<file path="src/rtl/riscv_pkg.sv">
// Shared RISC-V fetch types. The per-entry illegal flag only exists when
// FETCH_QUEUE_ILLEGAL_CHECK_EN is defined.
package riscv_pkg;

  localparam int unsigned XLEN = 64;
  localparam int unsigned ILEN = 32;
  localparam logic [ILEN-1:0] NOP_INSTR = 32'h0000_0013;

  typedef struct packed {
    logic [XLEN-1:0] pc;
    logic [ILEN-1:0] instr;
`ifdef FETCH_QUEUE_ILLEGAL_CHECK_EN
    logic            illegal;
`endif
  } fetch_entry_t;

endpackage

</file>
<file path="src/rtl/fetch_queue.sv">
// Fetch-to-decode queue: circular buffer with flush, registered-only outputs.
// Optional per-entry illegal-encoding flag under FETCH_QUEUE_ILLEGAL_CHECK_EN.
module fetch_queue
  import riscv_pkg::*;
#(
  parameter int unsigned DEPTH = 2  // power of two, >= 2
) (
  input  logic                     clk,
  input  logic                     reset,
  input  logic                     in_valid,
  output logic                     in_ready,
  input  logic [63:0]              in_pc,
  input  logic [31:0]              in_instr,
  input  logic                     flush,
  output logic                     out_valid,
  input  logic                     out_ready,
  output logic [63:0]              out_pc,
  output logic [31:0]              out_instr,
  output logic                     out_illegal,
  output logic [$clog2(DEPTH):0]   count
);

  localparam int unsigned PtrW = $clog2(DEPTH);
  localparam logic [PtrW:0] FullCount = (PtrW + 1)'(DEPTH);

  logic [PtrW-1:0] head_q, head_d;
  logic [PtrW-1:0] tail_q, tail_d;
  logic [PtrW:0]   count_q, count_d;

  fetch_entry_t mem_q [DEPTH];
  fetch_entry_t wr_entry;
  fetch_entry_t head_entry;

  logic push;
  logic pop;

  // Handshakes depend only on occupancy, never on same-cycle out_ready or flush.
  assign in_ready  = (count_q < FullCount);
  assign out_valid = (count_q != '0);
  assign count     = count_q;

  assign push = in_valid && in_ready && !flush;
  assign pop  = out_valid && out_ready && !flush;

  always_comb begin
    wr_entry       = '0;
    wr_entry.pc    = in_pc;
    wr_entry.instr = in_instr;
`ifdef FETCH_QUEUE_ILLEGAL_CHECK_EN
    // Anything not ending in 2'b11 is a compressed or reserved encoding.
    wr_entry.illegal = (in_instr[1:0] != 2'b11);
`endif
  end

  // Storage is not reset; head/tail/count alone define what is valid.
  always_ff @(posedge clk) begin
    if (push) begin
      mem_q[tail_q] <= wr_entry;
    end
  end

  always_comb begin
    head_d  = head_q;
    tail_d  = tail_q;
    count_d = count_q;
    if (flush) begin
      head_d  = '0;
      tail_d  = '0;
      count_d = '0;
    end else begin
      if (push) begin
        tail_d = tail_q + 1'b1;
      end
      if (pop) begin
        head_d = head_q + 1'b1;
      end
      case ({push, pop})
        2'b10:   count_d = count_q + 1'b1;
        2'b01:   count_d = count_q - 1'b1;
        default: count_d = count_q;
      endcase
    end
  end

  always_ff @(posedge clk) begin
    if (reset) begin
      head_q  <= '0;
      tail_q  <= '0;
      count_q <= '0;
    end else begin
      head_q  <= head_d;
      tail_q  <= tail_d;
      count_q <= count_d;
    end
  end

  always_comb begin
    head_entry = mem_q[head_q];
    out_pc     = out_valid ? head_entry.pc : '0;
    out_instr  = out_valid ? head_entry.instr : NOP_INSTR;
`ifdef FETCH_QUEUE_ILLEGAL_CHECK_EN
    out_illegal = out_valid && head_entry.illegal;
`else
    out_illegal = 1'b0;
`endif
  end

endmodule

</file>
<file path="config.mk">
export PLATFORM = sky130hd
export DESIGN_NAME = fetch_queue
export DESIGN_NICKNAME = d
export VERILOG_FILES = /design/src/rtl/riscv_pkg.sv /design/src/rtl/fetch_queue.sv
export SDC_FILE = /design/constraint.sdc
export NUM_CORES = 1
export LEC_CHECK = 0
export ABC_AREA = 1
export BUFFER_PORTS_ARGS = -buffer_cell sky130_fd_sc_hd__buf_2
export CAP_MARGIN = 25
export CORE_UTILIZATION = 50
export CTS_BUF_LIST = sky130_fd_sc_hd__clkbuf_2
export DETAILED_ROUTE_END_ITERATION = 10
export PLACE_DENSITY_LB_ADDON = 0.05
export RECOVER_POWER = 25
export SKIP_CTS_REPAIR_TIMING = 1
export SLEW_MARGIN = 5
export SYNTH_ARGS = -nofsm -noshare
export SYNTH_HDL_FRONTEND = slang
export SYNTH_SLANG_ARGS = --single-unit
export TNS_END_PERCENT = 5
</file>
<file path="constraint.sdc">
create_clock -name clk -period 14.9 [get_ports clk]
set_input_delay 0 -clock clk [delete_from_list [all_inputs] [get_ports clk]]
set_output_delay 0 -clock clk [all_outputs]
set_load 0.05 [all_outputs]
</file>
==> summary.txt, run 1 <==
Status - did not finish
Failing step - 5_1_grt
Stop Error - [ERROR RSZ-0060] Max buffer count reached.
Mean Syn Cell Area - 13.8 sq um
Die H - 125 um
Sequential element share of the synthesized area - 77.0%
Std-Cell Rows - 44
Placed insts - 911
Clock Tree Root - clkbuf_2
GP Congestion - 0.705
Initial Utilization - 51.9%
Clk sinks - 197
Synth unique cells - 20
Syn nets - 655
Cell Area, Synth - 7620 sq um
Synth top area share - 75.6%
Die width - 125 um
PortBufs - 200
Synth warn - 0
Mapped Cells - 553
Seq cells post-synth - 197
Synth top area cells - edfxtp_1, nand2_1, a21oi_1
H-tree depth - 4
Detail Placement HPWL - 9.53 mm
Cell taking the most area after synthesis - edfxtp_1
Maximum clock path buffer count - 2
IO Count - 202
Num CTS Buffers - 17
Largest net degree at the start of global routing - 97
through the flow:
step | utilization, % | setup WS (ps) | instance area (sq um) | hold slack, ps
2_1_floorplan | - | 9160 | 7620 | 76.8
3_3_place_gp | 58.8 | 12100 | 8640 | 183
3_5_place_dp | 59.1 | 12100 | 8690 | 180
4_1_cts | 60.3 | 11820 | 8870 | -679
synth_stat cells, drive strengths merged:
library cell / instances
nand3: 5
a31oi: 1
edfxtp: 192
nor3: 1
buf: 32
conb: 1
dfxtp: 5
o21ai: 1
nand2: 198
nor2: 12
xor2: 1
ha: 1
inv: 8
nand4: 1
a21oi: 94
cells by family after synthesis:
logic type,Yosys count,synth area share [%]
simple gates,217,10.9
flops,197,77.0
compound gates,96,7.94
buf+inv,40,3.92
xor+xnor,1,0.115
fa+ha+maj,1,0.164
other cells,1,0.0492
==> run 2, diff against run 1 <==
--- a/config.mk
+++ b/config.mk
@@ -8,10 +8,9 @@
 export ABC_AREA = 1
 export BUFFER_PORTS_ARGS = -buffer_cell sky130_fd_sc_hd__buf_2
 export CAP_MARGIN = 25
-export CORE_UTILIZATION = 50
-export CTS_BUF_LIST = sky130_fd_sc_hd__clkbuf_2
+export CORE_UTILIZATION = 35
 export DETAILED_ROUTE_END_ITERATION = 10
-export PLACE_DENSITY_LB_ADDON = 0.05
+export PLACE_DENSITY_LB_ADDON = 0.15
 export RECOVER_POWER = 25
 export SKIP_CTS_REPAIR_TIMING = 1
 export SLEW_MARGIN = 5
==> run 2 against run 1 <==
Compared with the run above:
- the flow now finishes without violations
- synthesized cell count unchanged
- area after synthesis unchanged
==> summary.txt, run 2 <==
Status - finished, final reports clean
Mean Syn Cell Area - 13.8 sq um (unchanged)
Commonest cells in the netlist - nand2_1, edfxtp_1, a21oi_1, a21oi_2, buf_6
Top reg by flops - mem_q
Maximum clock path buffer count - 2 (unchanged)
Critical Path, Cell by Cell - nor2_4 -> buf_4 -> buf_4 -> a21oi_1 -> buf_2
Critical Path RT - 14900 ps
GR Util All Layers - 15.7%
GP Congestion - 0.686 (-2.8%)
Mapped Cells - 553 (unchanged)
Synth warn - 0 (unchanged)
Syn nets - 655 (unchanged)
Via count - 5187
Core region area - 21200 sq um
Crit end category - output pin
Number of max-cap violations - 0
Sequential element share of the synthesized area - 77.0% (unchanged)
Synth unique cells - 20 (unchanged)
Cell Area, Synth - 7620 sq um (unchanged)
Largest net degree at the start of global routing - 69
N_diodes - 0
Critical Path Start Type - flip-flop
Most frequent cells in the layout - nand2_1, edfxtp_1, buf_2
Asr flop ratio synth - 0% (unchanged)
Leakage power - 3.99 nW
Critical path startpoint - count[0]
Std-Cell Rows - 53 (+20%)
CTS clk-pin slew, worst paths - 70 ps
Clk sinks - 197 (unchanged)
Post-layout minimum cycle time - 2590 ps
First-iteration detailed-routing DRC count - 249
Worst setup path class - reg -> out
Nets - 953
Die H - 150 um (+19%)
Routed WL - 17.6 mm
Max FO, Critical Path - 65
Final setup vio count - 0
# DRC - 0
Final Non-Filler Cells - 1139
Initial antenna violation count - 0
Worst R2R Setup Slack - 12410 ps
Worst r2r path cells - 4
Cell taking the most area after synthesis - edfxtp_1
Least-Margin Pin Slew - 827 ps
PD cells - 112 nW/um^2
Clock Skews - 10.4 ps
Pre-antenna DRT Iters - 4
Tot Pwr - 1.16 mW
Die width - 150 um (+19%)
Worst-Skew Late Latency - 430 ps
R2R Path Start - count[1]
Final ANT Viol Nets - 0
CP arrival - 2590 ps
F_max - 387 MHz
Synth top area share - 75.6% (unchanged)
Clock Tree Root - clkbuf_16
Area grow syn2layout - 35.9%
Fin Hold WS - 296 ps
Number of synthesized flops with an enable pin - 192 (unchanged)
Fin. Hold Viols - 0
Area occupied by multi-input gates - 1480 sq um
Delay of the slowest critical-path stage - 730 ps
CP Capture Point - out_instr[17]
Layout fillers - 1929
Synth Flop Type - edfxtp_1
RSZ-0062 raised after global routing - false
Setup TNS Final - 0 ps
First-pass GRT wire length - 25.7 mm
Initial Utilization - 36.0% (-16 points)
Share of cells above drive strength 1 - 26.0%
IO Count - 202 (unchanged)
CP max stage cell - buf_4
Gr ovfl total - 0
Final period util - 17.4%
Die area - 22400 sq um
Worst path most repeated cell - buf_4
Top-count cell post-synth - nand2_1
Worst rel slew slack - 44.9%
Synth top area cells - edfxtp_1, nand2_1, a21oi_1
Per-cell routed wire length - 15.4 um
Routed vias/inst - 4.55
PortBufs - 200 (unchanged)
Vias in the first global route - 4697
H-tree depth - 4 (unchanged)
Sequential Area - 5870 sq um
Hold crit path type - in -> reg
Num CTS Buffers - 17 (unchanged)
VDD IR max - 0.0000771 V
Detail Placement HPWL - 10.6 mm (+11%)
CTS tree - done
Most common cell after layout, fill and taps aside - nand2_1
RR Endpoint - mem_q[1][77]
Number of flip-flops in the largest register - 192
Max-slew violation count - 0
Seq cells post-synth - 197 (unchanged)
Placed insts - 1004 (+10%)
run 2: cell counts after synthesis:
Identical to the previous run, type by type.
run 2: metal layers:
layer	vias up	share of wire [%]	track usage, %	wire length, um
met5	-	0	0	0
met3	22	3.9	3.38	681
li1	2533	-	-	-
met1	2512	42	19.2	7440
met4	0	1.9	6.53	330
met2	120	52	26.7	9110
run 2: where the power goes:
part	internal (mW)	leakage [nW]	switching (mW)
Clock	0.230	0.264	0.196
Sequential	0.624	1.80	0.00397
Combinational	0.0387	1.92	0.0672
run 2: worst min path at each step:
stage               from      endpoint  cells after the start
3_5_place_dp       reset      count[0]                      2
2_1_floorplan      reset      count[0]                      1
6_report        in_pc[0]  mem_q[0][32]                      2
5_1_grt        in_pc[50]  mem_q[0][82]                      2
3_3_place_gp       reset      count[0]                      2
4_1_cts            reset      count[0]                      2
run 2: final cells by class:
cell class,instances,share of cell area (%)
Timing Repair Buffer,311,20.2
Clock inverter,13,1.04
Tap cell,275,3.32
Multi-Input combinational cell,316,14.3
Sequential cell,197,56.7
Inverter,8,0.314
Clock buffer,19,4.18
run 2: cell families after synthesis:
| group | Yosys count | synth area share (%) |
|---|---|---|
| fa+ha+maj | 1 | 0.164 |
| other cells | 1 | 0.0492 |
| xor+xnor | 1 | 0.115 |
| compound gates | 96 | 7.94 |
| flops | 197 | 77.0 |
| buf+inv | 40 | 3.92 |
| simple gates | 217 | 10.9 |
run 2: per-stage QoR:
step	worst slack [ps]	area [sq um]	util, %
6_report	12310	10400	49.0
5_1_grt	12130	10400	49.0
4_1_cts	12230	9390	44.4
3_5_place_dp	12420	8840	41.8
3_3_place_gp	12020	8760	41.4
2_1_floorplan	9160	7620	-
run 2: critical path: cells and delay by family, from the launching register on:
family / cells / cell delay (ps)
flops: 1 / 390
buf+inv: 3 / 1440
simple gates: 1 / 130
compound gates: 1 / 180
No activity file was read; power rests on OpenSTA's default activity.
